`src/rtl/sobel3x3_edge.sv`:
```
// -----------------------------------------------------------------------------
// sobel3x3_edge
//   Builds a 3x3 window from three row-aligned line-buffer streams and emits
//   one saturated Sobel magnitude (|Gx|+|Gy|) per accepted centre-row column.
//   Borders are replicated on all four sides. Three-stage arithmetic pipeline,
//   no backpressure, one pixel per clock sustained.
//
// Ports
//   s_axis_aclk                    clock
//   srst                           synchronous active-high reset
//   s_axis_line_buff_0_*           row below centre (tvalid, tdata)
//   s_axis_line_buff_1_*           centre row (tvalid, tdata, tlast, tuser)
//   s_axis_line_buff_2_*           row above centre (tvalid, tdata)
//   m_axis_*                       output stream (tvalid, tdata, tlast, tuser)
// -----------------------------------------------------------------------------
module sobel3x3_edge #(
    parameter int DATA_WIDTH = 8
) (
    input  logic                  s_axis_aclk,
    input  logic                  srst,
    input  logic                  s_axis_line_buff_0_tvalid,
    input  logic [DATA_WIDTH-1:0] s_axis_line_buff_0_tdata,
    input  logic                  s_axis_line_buff_1_tvalid,
    input  logic [DATA_WIDTH-1:0] s_axis_line_buff_1_tdata,
    input  logic                  s_axis_line_buff_1_tlast,
    input  logic                  s_axis_line_buff_1_tuser,
    input  logic                  s_axis_line_buff_2_tvalid,
    input  logic [DATA_WIDTH-1:0] s_axis_line_buff_2_tdata,
    output logic                  m_axis_tvalid,
    output logic [DATA_WIDTH-1:0] m_axis_tdata,
    output logic                  m_axis_tlast,
    output logic                  m_axis_tuser
);

    localparam int GW = DATA_WIDTH + 4;

    function automatic logic signed [GW-1:0] ext(input logic [DATA_WIDTH-1:0] p);
        return signed'({4'b0000, p});
    endfunction

    function automatic logic [GW-1:0] abs_g(input logic signed [GW-1:0] v);
        return v[GW-1] ? $unsigned(-v) : $unsigned(v);
    endfunction

    function automatic logic [DATA_WIDTH-1:0] sat_pix(input logic [GW-1:0] m);
        return (|m[GW-1:DATA_WIDTH]) ? {DATA_WIDTH{1'b1}} : m[DATA_WIDTH-1:0];
    endfunction

    // window columns: A = x-1, B = x
    logic [DATA_WIDTH-1:0] a_top, a_mid, a_bot;
    logic [DATA_WIDTH-1:0] b_top, b_mid, b_bot;
    logic [DATA_WIDTH-1:0] n_top, n_mid, n_bot;
    logic [DATA_WIDTH-1:0] r_top, r_mid, r_bot;

    logic first_col, pend_last, pix0_pend, line_tuser;
    logic accept, emit_norm, emit, emit_tlast, emit_tuser;

    logic signed [GW-1:0] gx_p0, gy_p0, gx_p1, gy_p1;
    logic        [GW-1:0] mag_p2;
    logic                 vld_p1, last_p1, user_p1;
    logic                 vld_p2, last_p2, user_p2;

    // ---- stage 0: column assembly and window selection ----
    always_comb begin
        accept = s_axis_line_buff_1_tvalid;
        // missing neighbour rows fall back to the centre row (top/bottom edge)
        n_top  = s_axis_line_buff_2_tvalid ? s_axis_line_buff_2_tdata : s_axis_line_buff_1_tdata;
        n_mid  = s_axis_line_buff_1_tdata;
        n_bot  = s_axis_line_buff_0_tvalid ? s_axis_line_buff_0_tdata : s_axis_line_buff_1_tdata;

        // pend_last implies first_col, so the two emission sources never collide
        emit_norm  = accept && !first_col;
        emit       = emit_norm || pend_last;
        emit_tlast = pend_last;
        emit_tuser = line_tuser && pix0_pend;

        // right-edge replication reuses B as the right column
        r_top = pend_last ? b_top : n_top;
        r_mid = pend_last ? b_mid : n_mid;
        r_bot = pend_last ? b_bot : n_bot;

        gx_p0 = (ext(r_top) + (ext(r_mid) <<< 1) + ext(r_bot))
              - (ext(a_top) + (ext(a_mid) <<< 1) + ext(a_bot));
        gy_p0 = (ext(a_bot) + (ext(b_bot) <<< 1) + ext(r_bot))
              - (ext(a_top) + (ext(b_top) <<< 1) + ext(r_top));
    end

    // ---- control: framing flags and valid/sideband pipeline ----
    always_ff @(posedge s_axis_aclk) begin
        if (srst) begin
            first_col     <= 1'b1;
            pend_last     <= 1'b0;
            pix0_pend     <= 1'b0;
            vld_p1        <= 1'b0;
            vld_p2        <= 1'b0;
            last_p1       <= 1'b0;
            last_p2       <= 1'b0;
            user_p1       <= 1'b0;
            user_p2       <= 1'b0;
            m_axis_tvalid <= 1'b0;
            m_axis_tdata  <= '0;
            m_axis_tlast  <= 1'b0;
            m_axis_tuser  <= 1'b0;
        end else begin
            pend_last <= accept && s_axis_line_buff_1_tlast;
            if (emit) begin
                pix0_pend <= 1'b0;
            end
            // a column-0 accept may coincide with the previous line's last emission;
            // the emission above used the old flags, the new line's flags win here
            if (accept) begin
                if (first_col) begin
                    pix0_pend  <= 1'b1;
                    line_tuser <= s_axis_line_buff_1_tuser;
                end
                first_col <= s_axis_line_buff_1_tlast;
            end

            // ---- stage 1 -> stage 2 ----
            vld_p1  <= emit;
            last_p1 <= emit_tlast;
            user_p1 <= emit_tuser;
            vld_p2  <= vld_p1;
            last_p2 <= last_p1;
            user_p2 <= user_p1;

            // ---- stage 3: output register ----
            m_axis_tvalid <= vld_p2;
            m_axis_tlast  <= last_p2;
            m_axis_tuser  <= user_p2;
            m_axis_tdata  <= sat_pix(mag_p2);
        end
    end

    // ---- data path: window shift and arithmetic stages ----
    always_ff @(posedge s_axis_aclk) begin
        if (accept) begin
            if (first_col) begin
                // left-edge replication: column 0 fills both A and B
                a_top <= n_top;
                a_mid <= n_mid;
                a_bot <= n_bot;
            end else begin
                a_top <= b_top;
                a_mid <= b_mid;
                a_bot <= b_bot;
            end
            b_top <= n_top;
            b_mid <= n_mid;
            b_bot <= n_bot;
        end

        // ---- stage 1: gradients ----
        gx_p1 <= gx_p0;
        gy_p1 <= gy_p0;

        // ---- stage 2: magnitude ----
        mag_p2 <= abs_g(gx_p1) + abs_g(gy_p1);
    end

endmodule

```
`config.mk`:
```
export PLATFORM = sky130hd
export DESIGN_NAME = sobel3x3_edge
export DESIGN_NICKNAME = d
export VERILOG_FILES = /design/src/rtl/sobel3x3_edge.sv
export SDC_FILE = /design/constraint.sdc
export NUM_CORES = 1
export LEC_CHECK = 0
export BUFFER_PORTS_ARGS = -buffer_cell sky130_fd_sc_hd__buf_2
export CORE_MARGIN = 2
export CORE_UTILIZATION = 42
export CTS_BUF_LIST = sky130_fd_sc_hd__clkbuf_4 sky130_fd_sc_hd__clkbuf_8
export DETAILED_ROUTE_END_ITERATION = 10
export GPL_TIMING_DRIVEN = 0
export SYNTH_ARGS = -nofsm -noshare
export SYNTH_HDL_FRONTEND = slang
export SYNTH_SLANG_ARGS = --single-unit
```
`constraint.sdc`:
```
create_clock -name s_axis_aclk -period 5.35 [get_ports s_axis_aclk]
set_input_delay 0.8025 -clock s_axis_aclk [delete_from_list [all_inputs] [get_ports s_axis_aclk]]
set_output_delay 0.8025 -clock s_axis_aclk [all_outputs]
set_load 0.03 [all_outputs]
```
==> key figures <==
Run status
  • Status: complete, no violations

Place
  • DP HPWL: 10400 µm
  • Port Buf Inserts: 39
  • Pre-CTS setup slack: 0.0929 ns
  • Placed Area: 0.00730 mm²
  • Final Wtd Congestion: 0.844

Synthesis
  • Register area share after synthesis: 37.9%
  • Mapped Cells: 652
  • Synth top area share: 21.5%
  • Count leader, synth: inv_1
  • EDFF count, synth: 49
  • Syn nets: 783
  • Library cells used by synthesis: 45
  • Synthesized area: 0.00683 mm²
  • Most instantiated cells after synthesis: inv_1 (134), fa_1 (63), nor2_1 (60)
  • Async SR Flop Fraction: 0%
  • Synth area leader: edfxtp_1
  • Post-synth top flop: dfxtp_1
  • Yosys warns: 0
  • Yosys reg bits: 105
  • Largest cells by area after synthesis: edfxtp_1 (22%), fa_1 (18%), dfxtp_1 (16%)
  • Synthesized area per cell: 10.5 µm²

Cells and area
  • Register Area: 0.00259 mm²
  • Final instance area: 0.00750 mm²
  • Share of cells above drive strength 1: 12.7%
  • Multi-input gate area: 0.00368 mm²
  • Final nets: 833
  • Final Core Density: 47.2%
  • Layout Area Growth over Synthesis: 9.74%
  • Fillers: 1539
  • Diode count: 0

Timing
  • Final worst-path cycle share: 89.3%
  • Clock Skew: 0.0100 ns
  • RSZ-0062 raised after global routing: false
  • Max transition margin: 21.6%
  • TNS Setup: 0 ns
  • Slew of the pin with the lowest slew margin: 1.18 ns
  • Worst Slack Setup Final: 0.574 ns
  • Achievable Freq: 209 MHz
  • Post-layout min period: 4.78 ns
  • Setup violators final: 0
  • Final hold vios: 0
  • Slew Limit Fails: 0

CTS
  • Cts repair resizes: 0
  • H-Tree Depth: 3
  • CTS sink cnt: 105
  • CTS clk-pin slew, worst paths: 0.10 ns
  • Post-CTS Hold Fix Bufs: 0
  • CTS Root Cell: clkbuf_8
  • Number of buffers created by CTS: 9
  • CTS Buffer Depth: 2
  • Worst-skew pair later-pin latency: 0.39 ns
  • CTS tree: built
  • Number of setup buffers added after CTS: 0

Critical path
  • Setup CP Type: input port to flop
  • Nature of the critical path endpoint: flop
  • Startpoint type of the worst setup path: input port
  • Critical Path Sink: gy_p1[9]
  • Critical-path maximum fanout: 8
  • R2r setup slk: 0.79 ns
  • R2r worst-path depth: 14
  • Worst Setup SP: s_axis_line_buff_0_tvalid
  • Worst EP arrival: 5.06 ns
  • Worst endpoint required time: 5.64 ns
  • Worst r2r dst: gy_p1[9]
  • R2r startpoint: emit_tlast

Floorplan
  • Die Ht: 132 µm
  • Die width: 132 µm
  • Std-Cell Core Area: 0.0159 mm²
  • Initial Util: 43.0%
  • # IOs: 42
  • Row count: 46
  • Die area: 0.0173 mm²

GRT
  • Initial antenna violation count: 0
  • GRT Residual Overflow: 0
  • Largest net degree at the start of global routing: 55
  • All-Layer GR Usage: 16.2%
  • First-pass GRT wire length: 22200 µm
  • Vias in the first global route: 4583

Run
  • Max-Cap Viols: 0

Routing
  • 1st-pass router iterations: 5
  • Starting DRT DRC Count: 228
  • DR vias/cell: 4.75
  • Routed WL per cell: 14.3 µm
  • Overall routed net length: 13200 µm
  • DRC violations left: 0
  • Via count: 4385
  • Post-route ant nets: 0

Hold path
  • HP Class: flop to flop

Power and ir drop
  • LEAKAGE: 0.00338 µW
  • PD cells: 663 mW/mm²
  • VDD IR max: 0.275 mV
cells by family after synthesis:
| family | count (synthesis) | share of synthesized area (%) |
|---|---|---|
| AO/OA/AOI/OAI | 83 | 7.62 |
| XOR/XNOR | 40 | 5.13 |
| AND/OR/NAND/NOR | 128 | 8.60 |
| flip-flops | 105 | 37.9 |
| buffers and inverters | 150 | 8.24 |
| multiplexers | 46 | 7.25 |
| adder cells (fa/ha/maj) | 100 | 25.2 |
power by group:
part / total (µW) / internal [µW] / switching (µW)
Clock: 523 / 232 / 291
Sequential: 1250 / 1110 / 140
Combinational: 3200 / 1470 / 1740
flip-flops by register name, summed over array words and instances (netlist names):
| signal | flops |
|---|---|
| gx_p1 | 12 |
| gy_p1 | 12 |
| mag_p2 | 12 |
| a_bot | 8 |
| a_mid | 8 |
| a_top | 8 |
| b_bot | 8 |
| b_mid | 8 |
| b_top | 8 |
| m_axis_tdata | 8 |
| emit_tlast | 1 |
| first_col | 1 |
| last_p1 | 1 |
| last_p2 | 1 |
| line_tuser | 1 |
| m_axis_tlast | 1 |
| m_axis_tuser | 1 |
| m_axis_tvalid | 1 |
| pix0_pend | 1 |
| user_p1 | 1 |
| user_p2 | 1 |
| vld_p1 | 1 |
| vld_p2 | 1 |
area by class of cell:
class,count,area share [%]
Multi-Input combinational cell,397,49.0
Sequential cell,105,34.6
Inverter,135,6.76
Tap cell,216,3.60
Timing Repair Buffer,39,2.60
Clock buffer,11,1.85
Clock inverter,5,0.817
Buffer,15,0.751
worst min path at each step:
stage	cells after the start	startpoint	slack [ns]	end
after detailed placement	1	last_p1	0.43	last_p2
after CTS	2	pix0_pend	0.44	user_p1
after floorplan	2	pix0_pend	0.41	user_p1
after global routing	2	pix0_pend	0.47	user_p1
final	2	pix0_pend	0.44	user_p1
after global placement	1	user_p1	0.42	user_p2
stage by stage:
| stage | std cells | hold WS (ns) | total power [µW] |
|---|---|---|---|
| CTS | 923 | 0.445 | 5030 |
| finish | 923 | 0.443 | 4970 |
| detailed placement | 907 | 0.425 | 4480 |
| floorplan | 652 | 0.410 | 3840 |
| global placement | 907 | 0.416 | 4400 |
| global route | 923 | 0.465 | 5520 |
placed cells by master (no fill, tap or decap), types with 4 or more instances in the layout:
cell | Yosys | routed
inv_1 | 134 | 134
fa_1 | 63 | 63
nor2_1 | 60 | 60
dfxtp_1 | 56 | 56
edfxtp_1 | 49 | 49
buf_2 | 0 | 39
ha_1 | 37 | 37
xnor2_1 | 36 | 36
nand2_1 | 32 | 32
mux2_2 | 28 | 28
o21ai_0 | 27 | 27
a21oi_1 | 26 | 26
mux2i_1 | 18 | 18
clkbuf_1 | 15 | 15
nor2b_1 | 9 | 9
clkbuf_8 | 0 | 9
nand3_1 | 8 | 8
a21o_1 | 7 | 7
o31ai_1 | 5 | 5
xor2_1 | 4 | 4
worst max-delay path, cell delays in order:
cell	delay (ns)
clkbuf_1	0.48
mux2_2	0.44
mux2i_1	0.25
inv_1	0.10
fa_1	0.47
fa_1	0.55
inv_1	0.05
fa_1	0.47
inv_1	0.06
fa_1	0.40
a21o_1	0.18
a21oi_1	0.20
o21ai_0	0.19
a21bo_2	0.27
xor2_1	0.13
metal layers:
layer | global-route usage, % | share of wire [%]
met1 | 21.0 | 45
met2 | 27.7 | 49
met3 | 3.97 | 4.4
met4 | 3.44 | 0.79
met5 | 0 | 0
Note: power is estimated with default switching activity, not from simulation.
